File: src/rtl/clk_div_ratio_ctrl.sv
// ---------------------------------------------------------------------------
// clk_div_ratio_ctrl
//   Even-ratio clock divider whose ratio can be reprogrammed at runtime.
//   New ratios arrive over a valid/ready handshake and are checked first. An
//   accepted ratio waits until a falling edge of clk_out before it takes
//   effect, so clk_out never produces a runt or glitched phase. After the
//   switch, one full period runs at the new ratio before the next request is
//   accepted.
//
// Ports
//   clk        in   1      input clock, rising-edge logic
//   rst        in   1      asynchronous, active-low reset
//   cfg_valid  in   1      new ratio request valid
//   cfg_div    in   CNT_W  requested divide ratio
//   cfg_ready  out  1      request can be accepted this cycle
//   cfg_err    out  1      one-cycle pulse: the last transfer was illegal
//   clk_out    out  1      divided clock, 50% duty, registered
//   tick       out  1      one-cycle pulse in the first cycle clk_out is 1
//   busy       out  1      ratio change in progress
//   cur_div    out  CNT_W  ratio currently driving clk_out
// ---------------------------------------------------------------------------
module clk_div_ratio_ctrl #(
  parameter int CNT_W       = 8,
  parameter int DEFAULT_DIV = 4
) (
  input  logic             clk,
  input  logic             rst,
  input  logic             cfg_valid,
  input  logic [CNT_W-1:0] cfg_div,
  output logic             cfg_ready,
  output logic             cfg_err,
  output logic             clk_out,
  output logic             tick,
  output logic             busy,
  output logic [CNT_W-1:0] cur_div
);

  if ((DEFAULT_DIV % 2) != 0 || DEFAULT_DIV < 2 ||
      DEFAULT_DIV > (2 ** CNT_W) - 2) begin : g_bad_default
    $error("clk_div_ratio_ctrl: DEFAULT_DIV must be even, >= 2 and fit CNT_W");
  end

  typedef enum logic [1:0] {
    RUN    = 2'd0,
    PEND   = 2'd1,
    SETTLE = 2'd2
  } state_t;

  state_t           state;
  state_t           state_nxt;
  logic [CNT_W-1:0] cnt;
  logic [CNT_W-1:0] half;
  logic [CNT_W-1:0] pending;
  logic             phase_end;
  logic             fall;
  logic             xfer;
  logic             legal;

  // A ratio is usable only if it splits into two equal non-empty phases.
  function automatic logic is_legal(input logic [CNT_W-1:0] d);
    return (d[0] == 1'b0) && (d >= CNT_W'(2));
  endfunction

  assign half      = cur_div >> 1;
  assign phase_end = (cnt == half - CNT_W'(1));
  // Falling edge of clk_out happens on this clock edge.
  assign fall      = phase_end & clk_out;
  assign cfg_ready = (state == RUN);
  assign busy      = ~cfg_ready;
  assign xfer      = cfg_valid & cfg_ready;
  assign legal     = is_legal(cfg_div);

  always_ff @(posedge clk or negedge rst) begin
    if (!rst) begin
      state <= RUN;
    end else begin
      state <= state_nxt;
    end
  end

  // The ratio swap waits for a falling edge; SETTLE then lets a complete
  // period of the new ratio go out before the next request is admitted.
  always_comb begin
    state_nxt = state;
    case (state)
      RUN:     if (xfer && legal) state_nxt = PEND;
      PEND:    if (fall)          state_nxt = SETTLE;
      SETTLE:  if (fall)          state_nxt = RUN;
      default:                    state_nxt = RUN;
    endcase
  end

  always_ff @(posedge clk or negedge rst) begin
    if (!rst) begin
      cnt     <= '0;
      clk_out <= 1'b0;
      tick    <= 1'b0;
      cfg_err <= 1'b0;
      cur_div <= CNT_W'(DEFAULT_DIV);
      pending <= '0;
    end else begin
      cfg_err <= xfer & ~legal;
      tick    <= phase_end & ~clk_out;
      if (phase_end) begin
        cnt     <= '0;
        clk_out <= ~clk_out;
      end else begin
        cnt <= cnt + CNT_W'(1);
      end
      // Swapping at the fall with cnt already returning to 0 makes the
      // following low phase the first phase of the new ratio.
      if (state == PEND && fall) begin
        cur_div <= pending;
      end
      if (xfer && legal) begin
        pending <= cfg_div;
      end
    end
  end

endmodule

File: config.mk
export PLATFORM = sky130hd
export DESIGN_NAME = clk_div_ratio_ctrl
export DESIGN_NICKNAME = d
export VERILOG_FILES = /design/src/rtl/clk_div_ratio_ctrl.sv
export SDC_FILE = /design/constraint.sdc
export NUM_CORES = 1
export LEC_CHECK = 0
export CAP_MARGIN = 0
export CORE_MARGIN = 3
export CORE_UTILIZATION = 38
export DETAILED_ROUTE_END_ITERATION = 8
export DONT_BUFFER_PORTS = 1
export GPL_TIMING_DRIVEN = 0
export PLACE_DENSITY = 0.55
export SLEW_MARGIN = 20
export SYNTH_ARGS = -nofsm -noshare
export SYNTH_HDL_FRONTEND = slang
export SYNTH_SLANG_ARGS = --single-unit
File: constraint.sdc
create_clock -name clk -period 3.1 [get_ports clk]
set_input_delay 0.155 -clock clk [delete_from_list [all_inputs] [get_ports clk]]
set_output_delay 0.155 -clock clk [all_outputs]
set_load 0.02 [all_outputs]
; Yosys cells after proc, flatten, opt, wreduce, memory -nomap -nowiden
; Cells that the tools add are included.
; W data, S select, Z words.
[classes]
mux = 5
eq_ne = 6
n_reduce_logical = 5
n_lt_le_gt_ge = 1
n_bitwise = 8
add_sub_neg = 2
[op_table]
columns = operator, count
row1 = $add A8 B1 Y8 const B, 1
row2 = $eq A8 B8 Y1, 1
row3 = $ge A8 B2 Y1 const B, 1
row4 = $mux W8, 1
row5 = $sub A7 B1 Y8 const B, 1
row6 = $mux W2, 3
row7 = $pmux W2 S3, 1
row8 = $and A1 B1 Y1, 4
row9 = $ne A2 B2 Y1 const B, 2
row10 = $not A1 Y1, 4
row11 = $logic_and A1 B1 Y1, 3
row12 = $reduce_and A3 Y1, 1
row13 = $eq A2 B1 Y1 const B, 1
row14 = $eq A2 B2 Y1 const B, 1
row15 = $logic_not A2 Y1, 1
row16 = $ne A2 B1 Y1 const B, 1
[totals]
inputBits = 11
word_cells = 34
ff_bits = 29
output_inout_bits = 13

; Longest topological paths before layout
; Gate-level depths: netlist (run 1).
[depth]
word_depth = 5
depth_mapped = 7
mapped_depth_nobuf = 7

; Worst setup path before layout (run 1)
; Ideal clock, no wire load.
[synth_timing]
path_kind = register to register
start = register cur_div[2]
end = register cur_div[0]
slack_ps = 770
required_time_ps = 2975
stages_incl_launch_ff = 8
setup_time_ps = 125
t_arrival_ps = 2205
n_path_buf = 0
synth_period_minus_slack_ps = 2330
path_cell_list = dfstp_2 -> inv_1 -> ha_1 -> and2b_1 -> or3_1 -> a31oi_1 -> nand4_4 -> mux2_2
[synth_via]
elab_chain_cells = 4
[synth_lines]
columns = item, line_no
row1 = start: declaration, 35  ; output logic [CNT_W-1:0] cur_div
row2 = start signal: assignment, 99  ; cur_div <= CNT_W'(DEFAULT_DIV);
row3 = start signal: assignment, 113  ; cur_div <= pending;
row4 = $sub A7 B1 Y8, 65  ; assign phase_end = (cnt == half - CNT_W'(1));
row5 = $eq A8 B8 Y1, 65
row6 = $and A1 B1 Y1, 67  ; assign fall = phase_end & clk_out;
row7 = $logic_and A1 B1 Y1, 112  ; if (state == PEND && fall) begin
; No other way between the ends.
; A chain may end at the register's enable or synchronous reset.

; Worst setup path in the final report (run 1)
[layout_timing]
start = register cur_div[2]
end = register cur_div[7]
; The elaborated chain is that of the path after synthesis.

==> results of run 1 <==
registers in the layout, summed over array words and instances, names as in the netlist:
name	count
cfg_err	1
clk_out	1
cnt	8
cur_div	8
pending	8
state	2
tick	1
layer usage:
layer	track usage [%]	wire [um]	vias up
met1	17.9	1210	450
met4	7.59	53	0
met5	0	0	-
met2	21.8	1300	21
li1	-	-	441
met3	6.75	173	5
power by group through the flow:
stage               Combinational [mW]  Sequential, mW  Clock [mW]
global route                    0.0852           0.460       0.345
finish                          0.0752           0.453       0.311
floorplan                       0.0581           0.451           0
global placement                0.0617           0.457           0
CTS                             0.0780           0.454       0.326
detailed placement              0.0650           0.460           0
path summary, 6_finish.rpt:
path	start	end	slack, ns	cells after the start
worst max-delay path	cur_div[2]	cur_div[7]	0.51	7
worst min-delay path	cfg_div[5]	pending[5]	0.03	1
worst max register to register	cur_div[2]	cur_div[7]	0.51	7
worst min register to register	pending[0]	cur_div[0]	0.50	1
max in group asynchronous	rst	cur_div[2]	2.53	2
min in group asynchronous	rst	cnt[2]	0.32	2
area by class of cell:
| class | count | share of cell area, % |
|---|---|---|
| sequential | 29 | 45.7 |
| multi-input combinational | 86 | 41.7 |
| buffer | 1 | 0.236 |
| timing repair buffer | 2 | 1.89 |
| tap | 46 | 3.62 |
| inverter | 5 | 1.18 |
| clock buffer | 8 | 5.66 |
critical path, stage by stage (launching register included):
cell	delay, ns
sky130_fd_sc_hd__dfstp_2	0.65
sky130_fd_sc_hd__inv_1	0.07
sky130_fd_sc_hd__ha_1	0.23
sky130_fd_sc_hd__and2b_1	0.17
sky130_fd_sc_hd__or3_1	0.34
sky130_fd_sc_hd__a31oi_1	0.39
sky130_fd_sc_hd__nand4_4	0.27
sky130_fd_sc_hd__mux2_2	0.35
cells in the final DEF (no fill, tap or decap), drive strengths merged, types with 3 or more instances in the layout:
cell / count
clkbuf: 9
nor3: 5
and2: 7
nor2: 6
mux2: 16
inv: 5
xnor2: 11
xor2: 4
nand2: 3
nand3: 6
nand4: 3
dfrtp: 28
nor2b: 6
stage by stage:
stage	area, um2	instances	hold WS [ns]
after detailed placement	1470	167	-0.140
final	1590	177	0.0267
after global routing	1590	177	0.0117
after CTS	1590	177	0.0136
after global placement	1470	167	-0.140
after floorplan	1410	121	-0.141
cells by family after synthesis:
logic type                 share of synthesized area [%]
and+or+nand+nor                                     20.3
adders and majority gates                           1.77
muxes                                               12.8
buffers and inverters                               1.59
xor gates and xnor gates                            9.30
DFF                                                 51.5
AOI/OAI and AO/OA                                   2.83
==> results.sh, run 1 <==
export IMPL_run_status="finished clean"
export IMPL_ant_nets=0
export IMPL_cts_root_buf="sky130_fd_sc_hd__clkbuf_8"
export IMPL_finalHoldViolations=0
export IMPL_final_max_slew_violation_count=0
export IMPL_yosysUniqueCellTypes=28
export IMPL_synthesis_instances=121
export IMPL_postSynthAreaPerCell_um2=11.7
export IMPL_number_of_buffers_between_clock_root_and_the_deepest_sink=2
export IMPL_fin_worst_skew_ns=0.00282
export IMPL_worstHoldPathType="input port to register"
export IMPL_layout_setup_ws_ns=0.509
export IMPL_layout_filler_cells=355
export IMPL_leakagePower_nw=0.716
export IMPL_crit_path_max_fanout=8
export IMPL_detail_route_wl_per_cell_um=15.5
export IMPL_grt_setup_unrepaired="no"
export IMPL_finalSetupViolations=0
export IMPL_netlist_top_cells_count="sky130_fd_sc_hd__dfrtp_1 (28), sky130_fd_sc_hd__mux2_2 (16), sky130_fd_sc_hd__xnor2_1 (11)"
export IMPL_layout_worst_path_cycle_share_pct=83.6
export IMPL_dp_final_hpwl_um=1940
export IMPL_tritoncts_num_sinks=29
export IMPL_clkSlewWorstSetupHoldPaths_ns=0.06
export IMPL_wirelength_um=2740
export IMPL_grt_remaining_overflow=0
export IMPL_synth_ff_latch_count=29
export IMPL_placement_io_buffers=0
export IMPL_fp_row_count=21
export IMPL_post_route_cells_drive_above_1_share_pct=21.4
export IMPL_synth_enable_flop_cells=0
export IMPL_drc=0
export IMPL_cts_setup_buffers=0
export IMPL_cts_resized_gates=0
export IMPL_nets=143
export IMPL_yosysWarnings=0
export IMPL_vdd_drop_max_v=0.000291
export IMPL_groute_usage_overall_pct=14.8
export IMPL_timing_fmax_mhz=386
export IMPL_dr_first_iter_drc_count=41
export IMPL_synth_top_cells_by_area="sky130_fd_sc_hd__dfrtp_1 (50%), sky130_fd_sc_hd__mux2_2 (13%), sky130_fd_sc_hd__xnor2_1 (6.8%), sky130_fd_sc_hd__and2_1 (3.1%), sky130_fd_sc_hd__nor2b_1 (2.7%)"
export IMPL_grt_first_pass_wirelength_um=4690
export IMPL_worstPathArrival_ns=2.75
export IMPL_die_h_um=67.0
export IMPL_route_detailed_vias_per_inst=5.18
export IMPL_synth_sequential_area_ratio_pct=51.5
export IMPL_synth_flop_cell="sky130_fd_sc_hd__dfrtp_1"
export IMPL_diodes=0
export IMPL_multi_input_comb_area_um2=663
export IMPL_netlist_area_leader_share_pct=49.6
export IMPL_synth_most_common_cell="sky130_fd_sc_hd__dfrtp_1"
export IMPL_share_seq_of_total_power_pct=54.0
export IMPL_hold_buffers=2
export IMPL_pre_cts_slack_ns=0.491
export IMPL_layout_area_overhead_vs_synth_pct=12.6
export IMPL_sequential_cell_area_um2=727
export IMPL_max_cap_viol_count=0
export IMPL_yosysTopAreaCell="sky130_fd_sc_hd__dfrtp_1"
export IMPL_slew_headroom_pct=68.0
export IMPL_synth_area_mm2=0.00141
export IMPL_power_total_mw=0.840
export IMPL_numCtsBuffers=5
export IMPL_antenna_found_initial=0
export IMPL_tns_ns=0
export IMPL_p_sw_share_pct=22.4
export IMPL_synth_net_count=134
export IMPL_cp_end_kind="register"
export IMPL_dr_pass1_iters=4
export IMPL_async_reset_ff_share_pct=100
export IMPL_type_of_the_worst_setup_path="register to register"
export IMPL_net_switching_power_mw=0.188
export IMPL_power_internal_mw=0.652
export IMPL_vias=917
export IMPL_cts_htree_levels=2
export IMPL_start_util_pct=40.7
export IMPL_io_pins=24
export IMPL_core_area_mm2=0.00347
export IMPL_launching_element_type_of_the_critical_path="register"
export IMPL_worst_skew_pair_late_latency_ns=0.27
export IMPL_die_width_um=67.0
export IMPL_grt_start_max_net_pins=30
export IMPL_period_minus_slack_ns=2.59
export IMPL_power_density_mw_per_mm2=528
export IMPL_floorplan_die_area_mm2=0.00448
export IMPL_p_clk_share_pct=37.1
export IMPL_combinationalPowerShare_pct=9.0
export IMPL_via_count_of_the_first_global_routing_pass=990
export IMPL_gp_routability_congestion=0.762
export IMPL_utilization_pct=45.9
export IMPL_tightest_pin_transition_ns=0.479
export IMPL_cts_tree="yes"
export IMPL_required_ns=3.26
Power figures use the tool's default switching activity.
==> inputs of run 2 (changes only) <==
- clock period: 3.1 -> 2.55 ns (I/O delays scaled with it)
==> run 2 against run 1 <==
Critical path depth unchanged. Register-to-register slack got worse by 0.36 ns. Cell area is 5.9% higher. Critical endpoint is now cur_div[3]. First-iteration DRC count increased by 2.4%. Worst setup slack worse by 0.36 ns.
==> results.sh, run 2 (synthesized netlist as in run 1, its figures left out) <==
export IMPL_final_max_slew_violation_count=0
export IMPL_worst_skew_pair_late_latency_ns=0.28
export IMPL_launching_element_type_of_the_critical_path="register"
export IMPL_cts_root_buf="sky130_fd_sc_hd__clkbuf_8"
export IMPL_crit_path_max_fanout=8
export IMPL_layout_worst_path_cycle_share_pct=94.0
export IMPL_groute_usage_overall_pct=15.0
export IMPL_cts_tree="yes"
export IMPL_numCtsBuffers=5
export IMPL_leakagePower_nw=0.745
export IMPL_layout_setup_ws_ns=0.154
export IMPL_die_h_um=67.0
export IMPL_tightest_pin_transition_ns=0.490
export IMPL_drc=0
export IMPL_nets=150
export IMPL_pre_cts_slack_ns=-0.0591
export IMPL_post_route_cells_drive_above_1_share_pct=23.2
export IMPL_grt_first_pass_wirelength_um=4750
export IMPL_io_pins=24
export IMPL_power_density_mw_per_mm2=613
export IMPL_type_of_the_worst_setup_path="register to register"
export IMPL_run_status="finished clean"
export IMPL_route_detailed_vias_per_inst=5.15
export IMPL_regs_by_ff_count="cnt (8), cur_div (8), pending (8)"
export IMPL_vdd_drop_max_v=0.000356
export IMPL_wirelength_um=2830
export IMPL_start_util_pct=40.7
export IMPL_tritoncts_num_sinks=29
export IMPL_final_cells=184
export IMPL_timing_fmax_mhz=417
export IMPL_worst_reg2reg_path_startpoint="cur_div[2]"
export IMPL_fin_worst_skew_ns=0.00468
export IMPL_clkSlewWorstSetupHoldPaths_ns=0.05
export IMPL_placed_cells=167
export IMPL_cts_htree_levels=2
export IMPL_die_width_um=67.0
export IMPL_mostFrequentLayoutCells="sky130_fd_sc_hd__dfrtp_1 (26), sky130_fd_sc_hd__mux2_2 (15), sky130_fd_sc_hd__xnor2_1 (11)"
export IMPL_grt_remaining_overflow=0
export IMPL_core_area_mm2=0.00347
export IMPL_period_minus_slack_ns=2.40
export IMPL_detail_route_wl_per_cell_um=15.4
export IMPL_finalHoldViolations=0
export IMPL_vias=948
export IMPL_ant_nets=0
export IMPL_dp_final_hpwl_um=1940
export IMPL_cts_setup_buffers=0
export IMPL_dr_pass1_iters=4
export IMPL_max_cap_viol_count=0
export IMPL_layout_cells_most_common="sky130_fd_sc_hd__dfrtp_1"
export IMPL_layout_area_overhead_vs_synth_pct=19.2
export IMPL_required_ns=2.71
export IMPL_worstPathArrival_ns=2.55
export IMPL_worstHoldPathType="input port to register"
export IMPL_finalSetupViolations=0
export IMPL_diodes=0
export IMPL_placement_io_buffers=0
export IMPL_hp_start="cfg_valid"
export IMPL_gp_routability_congestion=0.762
export IMPL_dr_first_iter_drc_count=42
export IMPL_grt_setup_unrepaired="no"
export IMPL_critPathLaunch="cur_div[2]"
export IMPL_via_count_of_the_first_global_routing_pass=995
export IMPL_floorplan_die_area_mm2=0.00448
export IMPL_fp_row_count=21
export IMPL_number_of_buffers_between_clock_root_and_the_deepest_sink=2
export IMPL_slew_headroom_pct=67.3
export IMPL_antenna_found_initial=0
export IMPL_grt_start_max_net_pins=30
export IMPL_cp_end_kind="register"
[run 2: cell types whose count changed in the layout (fill, tap and decap cells not counted), sizes merged]
cell	before	now
dlygate4sd3	1	8
[run 2: layout make-up]
type / instances / area (um2)
Buffer: 1 / 3.75
Multi-Input combinational cell: 86 / 684
Fill cell: 347 / 1780
Tap cell: 46 / 57.6
Inverter: 5 / 18.8
Sequential cell: 29 / 729
Clock buffer: 8 / 90.1
Timing Repair Buffer: 9 / 100
[run 2: critical path, stage by stage, from the launching register on]
cell	delay [ns]
sky130_fd_sc_hd__dfstp_2	0.65
sky130_fd_sc_hd__inv_1	0.07
sky130_fd_sc_hd__ha_2	0.20
sky130_fd_sc_hd__and2b_1	0.16
sky130_fd_sc_hd__or3_1	0.39
sky130_fd_sc_hd__a31oi_4	0.23
sky130_fd_sc_hd__nand4_4	0.22
sky130_fd_sc_hd__mux2_4	0.36
[run 2: routing by layer]
metal / vias to the layer above / global-route usage (%) / part of all wire, %
met5: - / 0 / 0
met4: 0 / 7.59 / 1.8
met3: 5 / 6.58 / 6.5
met2: 21 / 22.6 / 49
met1: 466 / 17.9 / 43
li1: 456 / - / -
[run 2: path summary, 6_finish.rpt]
| check | slack [ns] | end | depth (start not counted) |
|---|---|---|---|
| hold reg to reg | 0.50 | pending[2] | 1 |
| hold / removal | 0.005 | cfg_err | 2 |
| setup reg to reg | 0.15 | cur_div[3] | 7 |
| setup / recovery | 0.15 | cur_div[3] | 7 |
| max in group asynchronous | 2.02 | cur_div[2] | 2 |
| min in group asynchronous | 0.29 | cnt[2] | 2 |
[run 2: where the power goes]
group / switching, mW / total [mW] / internal [mW]
logic: 0.0409 / 0.100 / 0.0596
registers: 0.0323 / 0.553 / 0.520
clock network: 0.160 / 0.380 / 0.219
total: 0.233 / 1.03 / 0.799
[run 2: repair_timing]
item / in CTS / in global routing
pin swaps: 0 / 3
setup endpoints to repair: 11 / 17
resized for setup: 1 / 5
endpoints found under the hold margin: 34 / 2
hold buffers: 7 / 2
[run 2: metrics by stage]
step,util [%],setup TNS [ns],hold WS (ns),power [mW],area (um2)
floorplan,-,0,-0.168,0.619,1410
global route,48.6,0,0.00740,1.09,1680
finish,48.6,0,0.00504,1.03,1680
detailed placement,42.4,-0.373,-0.167,0.638,1470
global placement,42.4,0,-0.167,0.631,1470
CTS,47.5,0,0.00270,1.05,1650
==> inputs of run 3 (changes only) <==
- CORE_MARGIN: 3 -> 4
==> run 3 against run 2 <==
Non-clock buffer count increased by 2. Critical path depth unchanged. Clock skew about the same. Critical endpoint is now cur_div[7].
==> results.sh, run 3 (synthesized netlist as in run 1, its figures left out) <==
export IMPL_numCtsBuffers=5
export IMPL_fp_row_count=21
export IMPL_cts_htree_levels=2
export IMPL_net_switching_power_mw=0.239
export IMPL_dr_pass1_iters=4
export IMPL_detail_route_wl_per_cell_um=14.7
export IMPL_critPathLaunch="cur_div[2]"
export IMPL_number_of_buffers_between_clock_root_and_the_deepest_sink=2
export IMPL_worst_reg2reg_path_startpoint="cur_div[2]"
export IMPL_fin_worst_skew_ns=0.00426
export IMPL_drc=0
export IMPL_ant_nets=0
export IMPL_finalSetupViolations=0
export IMPL_floorplan_die_area_mm2=0.00476
export IMPL_clkSlewWorstSetupHoldPaths_ns=0.06
export IMPL_core_area_mm2=0.00347
export IMPL_power_internal_mw=0.769
export IMPL_antenna_found_initial=0
export IMPL_groute_usage_overall_pct=13.3
export IMPL_cts_root_buf="sky130_fd_sc_hd__clkbuf_8"
export IMPL_nets=152
export IMPL_layout_worst_path_cycle_share_pct=96.4
export IMPL_tns_ns=0
export IMPL_grt_start_max_net_pins=30
export IMPL_worstPathArrival_ns=2.62
export IMPL_post_route_cells_drive_above_1_share_pct=22.1
export IMPL_placement_io_buffers=0
export IMPL_p_sw_share_pct=23.7
export IMPL_regToRegEndpoint="cur_div[7]"
export IMPL_dp_final_hpwl_um=1980
export IMPL_worst_skew_pair_late_latency_ns=0.28
export IMPL_slowest_stage="sky130_fd_sc_hd__dfstp_2"
export IMPL_tritoncts_num_sinks=29
export IMPL_finalHoldViolations=0
export IMPL_mostFrequentLayoutCells="sky130_fd_sc_hd__dfrtp_1 (28), sky130_fd_sc_hd__mux2_2 (16), sky130_fd_sc_hd__xnor2_1 (11)"
export IMPL_launching_element_type_of_the_critical_path="register"
export IMPL_power_density_mw_per_mm2=596
export IMPL_crit_path_max_fanout=8
export IMPL_period_minus_slack_ns=2.46
export IMPL_wirelength_um=2740
export IMPL_share_seq_of_total_power_pct=54.6
export IMPL_die_width_um=69.0
export IMPL_combinationalPowerShare_pct=10.2
export IMPL_reg2reg_slack_ns=0.09
export IMPL_cts_setup_buffers=0
export IMPL_via_count_of_the_first_global_routing_pass=945
export IMPL_vdd_drop_max_v=0.000388
export IMPL_utilization_pct=48.8
export IMPL_cp_end_kind="register"
export IMPL_required_ns=2.71
export IMPL_gp_routability_congestion=0.741
export IMPL_slew_headroom_pct=66.5
export IMPL_layout_area_overhead_vs_synth_pct=19.8
export IMPL_layout_filler_cells=341
export IMPL_die_h_um=69.0
export IMPL_final_max_slew_violation_count=0
export IMPL_regs_by_ff_count="cnt (8), cur_div (8), pending (8)"
export IMPL_grt_remaining_overflow=0
export IMPL_grt_setup_unrepaired="no"
export IMPL_io_pins=24
export IMPL_grt_first_pass_wirelength_um=4480
export IMPL_worstPathCellList="inv_1 -> ha_1 -> and2b_1 -> or3_1 -> a31oi_4 -> nand4_4 -> mux2_2"
export IMPL_diodes=0
export IMPL_r2r_cells=7
export IMPL_layout_cells_most_common="sky130_fd_sc_hd__dfrtp_1"
export IMPL_crit_path_max_incr_delay_ns=0.66
export IMPL_start_util_pct=40.7
export IMPL_leakagePower_nw=0.755
export IMPL_timing_fmax_mhz=407
export IMPL_run_status="finished clean"
export IMPL_p_clk_share_pct=35.2
export IMPL_max_cap_viol_count=0
export IMPL_worstHoldPathType="input port to asynchronous set/reset pin"
export IMPL_cts_tree="yes"
export IMPL_tightest_pin_transition_ns=0.502
export IMPL_vias=917
export IMPL_type_of_the_worst_setup_path="register to register"
export IMPL_route_detailed_vias_per_inst=4.93
export IMPL_dr_first_iter_drc_count=50
[run 3: cell count changes in the layout (fill, tap and decap cells not counted), sizes merged]
cell and delta:
clkinvlp +1, clkinv +2, clkbuf -3, dlygate4sd3 +2
[run 3: layout make-up]
class	instances	area [um2]	area share (%)
Buffer	1	3.75	0.222
Timing Repair Buffer	11	120	7.10
Inverter	5	18.8	1.11
Sequential cell	29	727	43.0
Tap cell	46	57.6	3.40
Clock buffer	5	68.8	4.07
Multi-Input combinational cell	86	678	40.1
Clock inverter	3	17.5	1.04
[run 3: worst max-delay path, delay by kind of cell (launching register included)]
kind	cells	cell delay (ns)
muxes	1	0.34
buffers and inverters	1	0.07
and+or+nand+nor	3	0.78
DFF	1	0.66
AOI/OAI and AO/OA	1	0.24
adders and majority gates	1	0.24
[run 3: per-stage QoR]
step / cells / cell area [um2] / setup slack, ns / hold WS (ns) / total power [mW]
global placement: 167 / 1470 / -0.00816 / -0.167 / 0.630
CTS: 185 / 1670 / 0.0305 / 0.00493 / 1.02
finish: 186 / 1690 / 0.0906 / 0.325 / 1.01
global route: 186 / 1690 / 0.0204 / 0.330 / 1.07
floorplan: 121 / 1410 / 0.220 / -0.168 / 0.619
detailed placement: 167 / 1470 / -0.0382 / -0.167 / 0.639
[run 3: power groups by stage]
stage	sequential [mW]	combinational, mW	clock (mW)
2_1_floorplan	0.548	0.0707	0
3_3_place_gp	0.555	0.0752	0
3_5_place_dp	0.559	0.0793	0
4_1_cts	0.551	0.103	0.368
5_1_grt	0.560	0.115	0.392
6_report	0.550	0.103	0.355
[run 3: repair_timing]
item,in CTS,in global routing
hold endpoints to repair,36,1
hold buffers,10,1
setup endpoints to repair,9,8
pin swaps,0,2
gates resized for setup,1,1
[run 3: how the worst max path moves through the flow]
stage                       to  slack (ns)
detailed placement  cur_div[1]       -0.04
finish              cur_div[7]        0.09
global placement    cur_div[7]      -0.008
floorplan           cur_div[0]        0.22
CTS                 cur_div[7]        0.03
global route        cur_div[7]        0.02
[run 3: routing by layer]
layer  global-route usage [%]  wire (um)  vias up
li1                         -          -      453
met4                     5.84         36        0
met3                     5.19        174        4
met5                        0          0        -
met2                     20.1       1250       22
met1                     16.8       1270      438
